==> config.mk <==
export PLATFORM = sky130hd
export DESIGN_NAME = escalonador_processos_flat
export DESIGN_NICKNAME = d
export VERILOG_FILES = /design/src/rtl/escalonador_processos_if.sv /design/src/rtl/escalonador_processos.sv /design/src/flat_wrapper.sv
export SDC_FILE = /design/constraint.sdc
export NUM_CORES = 1
export LEC_CHECK = 0
export ABC_CLOCK_PERIOD_IN_PS = 2100
export BUFFER_PORTS_ARGS = -buffer_cell sky130_fd_sc_hd__buf_2
export CORE_MARGIN = 2
export CORE_UTILIZATION = 49
export DETAILED_ROUTE_END_ITERATION = 10
export PLACE_DENSITY = 0.73
export SLEW_MARGIN = 30
export SYNTH_ARGS = -nofsm -noshare
export SYNTH_HDL_FRONTEND = slang
export SYNTH_SLANG_ARGS = --single-unit
==> constraint.sdc <==
create_clock -name clock -period 2.1 [get_ports clock]
set_clock_uncertainty 0.2 [all_clocks]
set_input_delay 0.63 -clock clock [delete_from_list [all_inputs] [get_ports clock]]
set_output_delay 0.63 -clock clock [all_outputs]
set_load 0.05 [all_outputs]
==> src/rtl/escalonador_processos_if.sv <==
// -----------------------------------------------------------------------------
// escalonador_processos_if
// Signal bundle between the LabSO core (master) and the round-robin process
// scheduler (slave).
//   habilita          core -> sched : core executes this cycle
//   pc_atual          core -> sched : current PC, saved on a switch
//   troca_req         core -> sched : voluntary yield pulse
//   halt_processo     core -> sched : current process executed HALT
//   processo_atual    sched -> core : running process index
//   pc_restaurado     sched -> core : PC to load on a switch
//   carrega_pc        sched -> core : one-cycle load strobe for the PC register
//   troca_ativa       sched -> core : pipeline stall during a switch
//   todos_finalizados sched -> core : every process has halted
// With QUANTUM_PROG_EN defined, quantum_in / escreve_quantum are added so the
// core can program the time-slice length at run time.
// -----------------------------------------------------------------------------
interface escalonador_processos_if #(
    parameter int PROC_W = 1,
    parameter int PC_W   = 11
);
    logic              habilita;
    logic [PC_W-1:0]   pc_atual;
    logic              troca_req;
    logic              halt_processo;
    logic [PROC_W-1:0] processo_atual;
    logic [PC_W-1:0]   pc_restaurado;
    logic              carrega_pc;
    logic              troca_ativa;
    logic              todos_finalizados;
`ifdef QUANTUM_PROG_EN
    logic [7:0]        quantum_in;
    logic              escreve_quantum;
`endif

    modport master (
        output habilita, pc_atual, troca_req, halt_processo,
`ifdef QUANTUM_PROG_EN
        output quantum_in, escreve_quantum,
`endif
        input  processo_atual, pc_restaurado, carrega_pc, troca_ativa,
        input  todos_finalizados
    );

    modport slave (
        input  habilita, pc_atual, troca_req, halt_processo,
`ifdef QUANTUM_PROG_EN
        input  quantum_in, escreve_quantum,
`endif
        output processo_atual, pc_restaurado, carrega_pc, troca_ativa,
        output todos_finalizados
    );
endinterface

==> src/rtl/escalonador_processos.sv <==
// -----------------------------------------------------------------------------
// escalonador_processos
// Round-robin process scheduler and context-switch controller for the
// multi-process LabSO core. Keeps one saved PC and an active flag per process
// slot, counts the time slice, and walks EXECUTA -> SALVA -> SELECIONA ->
// RESTAURA on a halt, a yield or a quantum expiry. OCIOSO is terminal once
// every process has halted (left only by reset).
// Ports:
//   clock  : system clock, rising edge
//   reset  : asynchronous, active-high
//   bus    : escalonador_processos_if.slave (see interface header)
// Optional feature: define QUANTUM_PROG_EN to add a run-time programmable
// quantum (bus.quantum_in / bus.escreve_quantum); otherwise the quantum is the
// constant QUANTUM.
// -----------------------------------------------------------------------------
module escalonador_processos #(
    parameter int NUM_PROC  = 2,
    parameter int PROC_W    = 1,
    parameter int PC_W      = 11,
    parameter int TAM_BLOCO = 300,
    parameter int QUANTUM   = 16
) (
    input  logic                   clock,
    input  logic                   reset,
    escalonador_processos_if.slave bus
);
    localparam int CNT_W = ($clog2(QUANTUM + 1) > 8) ? $clog2(QUANTUM + 1) : 8;

    typedef enum logic [2:0] {
        EXECUTA,
        SALVA,
        SELECIONA,
        RESTAURA,
        OCIOSO
    } estado_t;

    estado_t           estado;
    logic [CNT_W-1:0]  contador;
    logic [CNT_W-1:0]  limite;
    logic [PC_W-1:0]   pc_salvo [NUM_PROC];
    logic [NUM_PROC-1:0] ativo;
    logic              halt_pend;
    logic [PROC_W-1:0] processo_atual_r;
    logic [PC_W-1:0]   pc_restaurado_r;
    logic              carrega_pc_r;
    logic              troca_ativa_r;
    logic              todos_r;
    logic [PROC_W:0]   sel;
    logic              evento;

    // Nearest active slot after 'atual', wrapping; k == NUM_PROC lands on
    // 'atual' itself so a lone survivor is reselected. MSB = slot found.
    function automatic logic [PROC_W:0] busca_prox(input logic [NUM_PROC-1:0] vivos,
                                                   input logic [PROC_W-1:0]   atual);
        logic [PROC_W:0] res;
        int idx;
        res = '0;
        for (int k = NUM_PROC; k >= 1; k--) begin
            idx = (int'(atual) + k) % NUM_PROC;
            if (vivos[idx]) res = {1'b1, PROC_W'(idx)};
        end
        return res;
    endfunction

`ifdef QUANTUM_PROG_EN
    logic [7:0] quantum_prog;   // last value written by the core
    logic [7:0] quantum_fatia;  // value in force for the current slice

    always_ff @(posedge clock or posedge reset) begin
        if (reset) begin
            quantum_prog  <= 8'(QUANTUM);
            quantum_fatia <= 8'(QUANTUM);
        end else begin
            if (bus.escreve_quantum)
                quantum_prog <= (bus.quantum_in == 8'd0) ? 8'd1 : bus.quantum_in;
            // A new slice starts when RESTAURA hands control back.
            if (estado == RESTAURA)
                quantum_fatia <= quantum_prog;
        end
    end

    assign limite = CNT_W'(quantum_fatia) - CNT_W'(1);
`else
    assign limite = CNT_W'(QUANTUM - 1);
`endif

    assign evento = bus.halt_processo | bus.troca_req
                  | (bus.habilita && (contador == limite));
    assign sel    = busca_prox(ativo, processo_atual_r);

    always_ff @(posedge clock or posedge reset) begin
        if (reset) begin
            estado           <= EXECUTA;
            contador         <= '0;
            ativo            <= '1;
            halt_pend        <= 1'b0;
            processo_atual_r <= '0;
            pc_restaurado_r  <= '0;
            carrega_pc_r     <= 1'b0;
            troca_ativa_r    <= 1'b0;
            todos_r          <= 1'b0;
            for (int i = 0; i < NUM_PROC; i++)
                pc_salvo[i] <= PC_W'(i * TAM_BLOCO);
        end else begin
            case (estado)
                EXECUTA: begin
                    if (bus.habilita)
                        contador <= contador + CNT_W'(1);
                    if (evento) begin
                        estado        <= SALVA;
                        troca_ativa_r <= 1'b1;
                        // Halt wins over a simultaneous yield or expiry.
                        halt_pend     <= bus.halt_processo;
                    end
                end
                SALVA: begin
                    pc_salvo[processo_atual_r] <= bus.pc_atual;
                    if (halt_pend)
                        ativo[processo_atual_r] <= 1'b0;
                    estado <= SELECIONA;
                end
                SELECIONA: begin
                    if (!sel[PROC_W]) begin
                        estado  <= OCIOSO;
                        todos_r <= 1'b1;
                    end else begin
                        // Outputs are registered, so the new index and PC are
                        // presented together with the load strobe in RESTAURA.
                        estado           <= RESTAURA;
                        processo_atual_r <= sel[PROC_W-1:0];
                        pc_restaurado_r  <= pc_salvo[sel[PROC_W-1:0]];
                        carrega_pc_r     <= 1'b1;
                    end
                end
                RESTAURA: begin
                    carrega_pc_r  <= 1'b0;
                    troca_ativa_r <= 1'b0;
                    contador      <= '0;
                    estado        <= EXECUTA;
                end
                OCIOSO: begin
                    estado <= OCIOSO;
                end
                default: estado <= EXECUTA;
            endcase
        end
    end

    assign bus.processo_atual    = processo_atual_r;
    assign bus.pc_restaurado     = pc_restaurado_r;
    assign bus.carrega_pc        = carrega_pc_r;
    assign bus.troca_ativa       = troca_ativa_r;
    assign bus.todos_finalizados = todos_r;
endmodule

==> src/flat_wrapper.sv <==
// flat-port wrapper written by rule: the top's interface ports become plain ports
module escalonador_processos_flat 
#(
    parameter int NUM_PROC  = 2,
    parameter int PROC_W    = 1,
    parameter int PC_W      = 11,
    parameter int TAM_BLOCO = 300,
    parameter int QUANTUM   = 16
)
  (clock, reset, bus_habilita, bus_pc_atual, bus_troca_req, bus_halt_processo, bus_processo_atual, bus_pc_restaurado, bus_carrega_pc, bus_troca_ativa, bus_todos_finalizados);
  escalonador_processos_if #(.PROC_W(PROC_W), .PC_W(PC_W)) bus_i ();
  input  logic clock;
  input  logic reset;
  input wire logic [$bits(bus_i.habilita)-1:0] bus_habilita;
  input wire logic [$bits(bus_i.pc_atual)-1:0] bus_pc_atual;
  input wire logic [$bits(bus_i.troca_req)-1:0] bus_troca_req;
  input wire logic [$bits(bus_i.halt_processo)-1:0] bus_halt_processo;
  output wire logic [$bits(bus_i.processo_atual)-1:0] bus_processo_atual;
  output wire logic [$bits(bus_i.pc_restaurado)-1:0] bus_pc_restaurado;
  output wire logic [$bits(bus_i.carrega_pc)-1:0] bus_carrega_pc;
  output wire logic [$bits(bus_i.troca_ativa)-1:0] bus_troca_ativa;
  output wire logic [$bits(bus_i.todos_finalizados)-1:0] bus_todos_finalizados;
  assign bus_i.habilita = bus_habilita;
  assign bus_i.pc_atual = bus_pc_atual;
  assign bus_i.troca_req = bus_troca_req;
  assign bus_i.halt_processo = bus_halt_processo;
  assign bus_processo_atual = bus_i.processo_atual;
  assign bus_pc_restaurado = bus_i.pc_restaurado;
  assign bus_carrega_pc = bus_i.carrega_pc;
  assign bus_troca_ativa = bus_i.troca_ativa;
  assign bus_todos_finalizados = bus_i.todos_finalizados;
  escalonador_processos #(.NUM_PROC(NUM_PROC), .PROC_W(PROC_W), .PC_W(PC_W), .TAM_BLOCO(TAM_BLOCO), .QUANTUM(QUANTUM)) u_core (.clock(clock), .reset(reset), .bus(bus_i));
endmodule
==> metrics.cfg <==
[cells_and_area]
layout.nets = 226
fin_area_um2 = 2590
final_cells = 262
diodes = 0
nFillCells = 336
fin_util_pct = 59.6
area_delta_synth_final_pct = 17.5
drive_above_1_share_pct = 49.0

[route]
ant_nets = 0
wl_per_cell_um = 16.1
drc_errors = 0
drtIter0Drc = 65
dr.pass1.iters = 4
vias = 1473
vias_per_cell = 5.62
wl_mm = 4.21

[cts]
cts_buffers = 5
clockRootBuffer = clkbuf_8
tritoncts = built
insertion_delay_ns = 0.29
post-cts-setup-buffers = 0
clockBufferDepth = 2
clock-sinks = 51
clkTransAtPathRegs_ns = 0.09
htree_levels = 2

[grt]
grt_pass1_vias = 1588
track_usage_pct = 18.4
globalRouteOverflowTotal = 0
antenna_found_initial = 0
grt_max_degree = 52
grt_pass1_wl_mm = 7.36

[place]
place_inst = 254
routabilityCongestion = 0.751
hpwlAfterDp_mm = 3.00
io_buffers = 30
dpl_cell_area_um2 = 2510

[power]
finalPower_mw = 1.60
power.share.clock_pct = 32.8
ir_drop_mv = 0.379
leakagePower_nw = 1.21
internal_power_mw = 1.27
combinationalPowerShare_pct = 4.4
p_sw_mw = 0.333
power_frac_seq_pct = 62.8
switching_share_pct = 20.8
p_per_area_nw_per_um2 = 617

[logic_synthesis]
synthTopCellsByCount = dfrtp_1 (45), mux2_2 (44), a21oi_1 (8)
syn_nets = 184
synth_flop_cell = dfrtp_1
synth_most_common_cell = dfrtp_1
synth_edf_count = 0
ys_seq_elements = 51
synth_area_um2 = 2210
avgSynthCellArea_um2 = 13.2
synth_cell_types = 30
yosysSeqAreaShare_pct = 58.1
ys_async_sr_fraction_pct = 100
synth_top_area_cell = dfrtp_1
ys_warn_count = 0
synth_area_leaders = dfrtp_1 (51%), mux2_2 (22%), dfstp_2 (7.1%)
syn_inst = 167
synth_top_area_share_pct = 51.0

[worst_setup_path]
path_depth = 5
worstPathArrival_ns = 1.99
critPathLaunchType = register
cp_data_required_time_ns = 2.07
critPathTopFamily = simple AND/OR/NAND/NOR gates
worst-path-buf-inv = 2
endpoint_kind = register
critPathKind = register to register
cpPeakStageDelay_ns = 0.57
critical_path.cell_chain = or4b_4, buf_4, buf_12, o31ai_1, a21oi_1
cp_max_fo = 8
cp_slowest_cell = or4b_4
rr_worst_depth = 5

[sta]
rsz0062_at_grt = false
worst_pin_slew_ns = 0.323
period_minus_slack_ns = 2.02
report.final.hold_viol_count = 0
finalSetupViolCount = 0
relSlewSlack_pct = 78.4
drv_slew = 0
hold_ws_ns = 0.155
finalCritPeriodShare_pct = 96.1
clock.fmax_mhz = 496

[job]
cap_violations = 0

[hold_path]
hold_path.class = primary input to asynchronous set/reset pin

[floorplan]
core_um2 = 4350
die_w_um = 71.1
die_h_um = 71.1
die-area_um2 = 5060
io_pins = 31
initial_utilization_pct = 50.7
placement_rows = 24

[status]
status = completed

[final timing paths]
| path | endpoint | start | slack, ns |
|---|---|---|---|
| min reg2reg | u_core.bus.todos_finalizados | u_core.bus.todos_finalizados | 0.26 |
| max | u_core.contador[7] | u_core.estado[0] | 0.08 |
| max in group asynchronous | u_core.pc_salvo[3] | reset | 1.25 |
| max reg2reg | u_core.contador[7] | u_core.estado[0] | 0.08 |
| min | u_core.contador[1] | reset | 0.15 |
| min in group clock | u_core.bus.todos_finalizados | u_core.bus.todos_finalizados | 0.26 |
[layer usage]
layer / GRT usage, % / routed length (um) / up-vias
met5: 0 / 0 / -
met4: 4.19 / 12 / 0
met3: 4.42 / 166 / 2
met2: 30.5 / 2130 / 34
met1: 24.7 / 1900 / 748
li1: - / - / 689
[power groups by stage]
stage	Sequential [mW]	Combinational [mW]	Clock, mW
2_1_floorplan	1.02	0.0401	0
3_3_place_gp	1.02	0.0677	0
3_5_place_dp	1.02	0.0729	0
4_1_cts	1.01	0.0728	0.545
5_1_grt	1.01	0.0807	0.591
6_report	1.01	0.0708	0.525
[final cells by class]
class                           count  area (um^2)  share of cell area, %
Inverter                            2         7.51                  0.289
Sequential cell                    51         1290                   49.6
Clock buffer                        8         80.1                   3.09
Tap cell                           52         65.1                   2.51
Multi-Input combinational cell    107          890                   34.3
Timing Repair Buffer               42          265                   10.2
[flip-flops by register name, indices dropped and copies added, names as in the netlist, 2 cells and up]
name	count
u_core.contador	8
u_core.estado	3
u_core.ativo	2
u_core.bus.pc_restaurado	11
u_core.pc_salvo	22
[cell usage in the layout (no fill, tap or decap), types with 3 or more instances in the layout]
master    count
or4_1         4
nor2_1        5
o21a_1        3
buf_2        30
clkbuf_1      3
dfstp_2       6
dfrtp_1      43
or3_1         4
nand2_1       7
clkbuf_8      5
o31ai_1       3
buf_4        10
a21oi_1       8
mux2_2       44
o21ai_0       7
[kinds of logic (layout without fill, tap and decap cells)]
family / Yosys count / after routing / synth area share [%]
buffers and inverters: 9 / 52 / 1.76
adders and majority gates: 1 / 1 / 0.566
DFF: 51 / 51 / 58.1
muxes: 46 / 46 / 23.3
and+or+nand+nor: 34 / 34 / 9.12
xor gates and xnor gates: 1 / 1 / 0.397
AOI/OAI and AO/OA: 25 / 25 / 6.69
[timing repair]
item                       in CTS  in global routing
resized for setup               0                  3
setup endpoints to repair       0                  3
hold buffers                    0                  0
[through the flow]
| stage | setup TNS, ns | setup WS, ns |
|---|---|---|
| floorplan | 0 | 0.00140 |
| detailed placement | -0.262 | -0.131 |
| finish | 0 | 0.0823 |
| CTS | 0 | 0.0303 |
| global placement | 0 | 0.000972 |
| global route | 0 | 0.0120 |
[worst min-delay path: stages]
cell and delay, ns:
buf_2 0.10, inv_2 0.06, buf_12 0.25
Note: power is estimated with default switching activity, not from simulation.
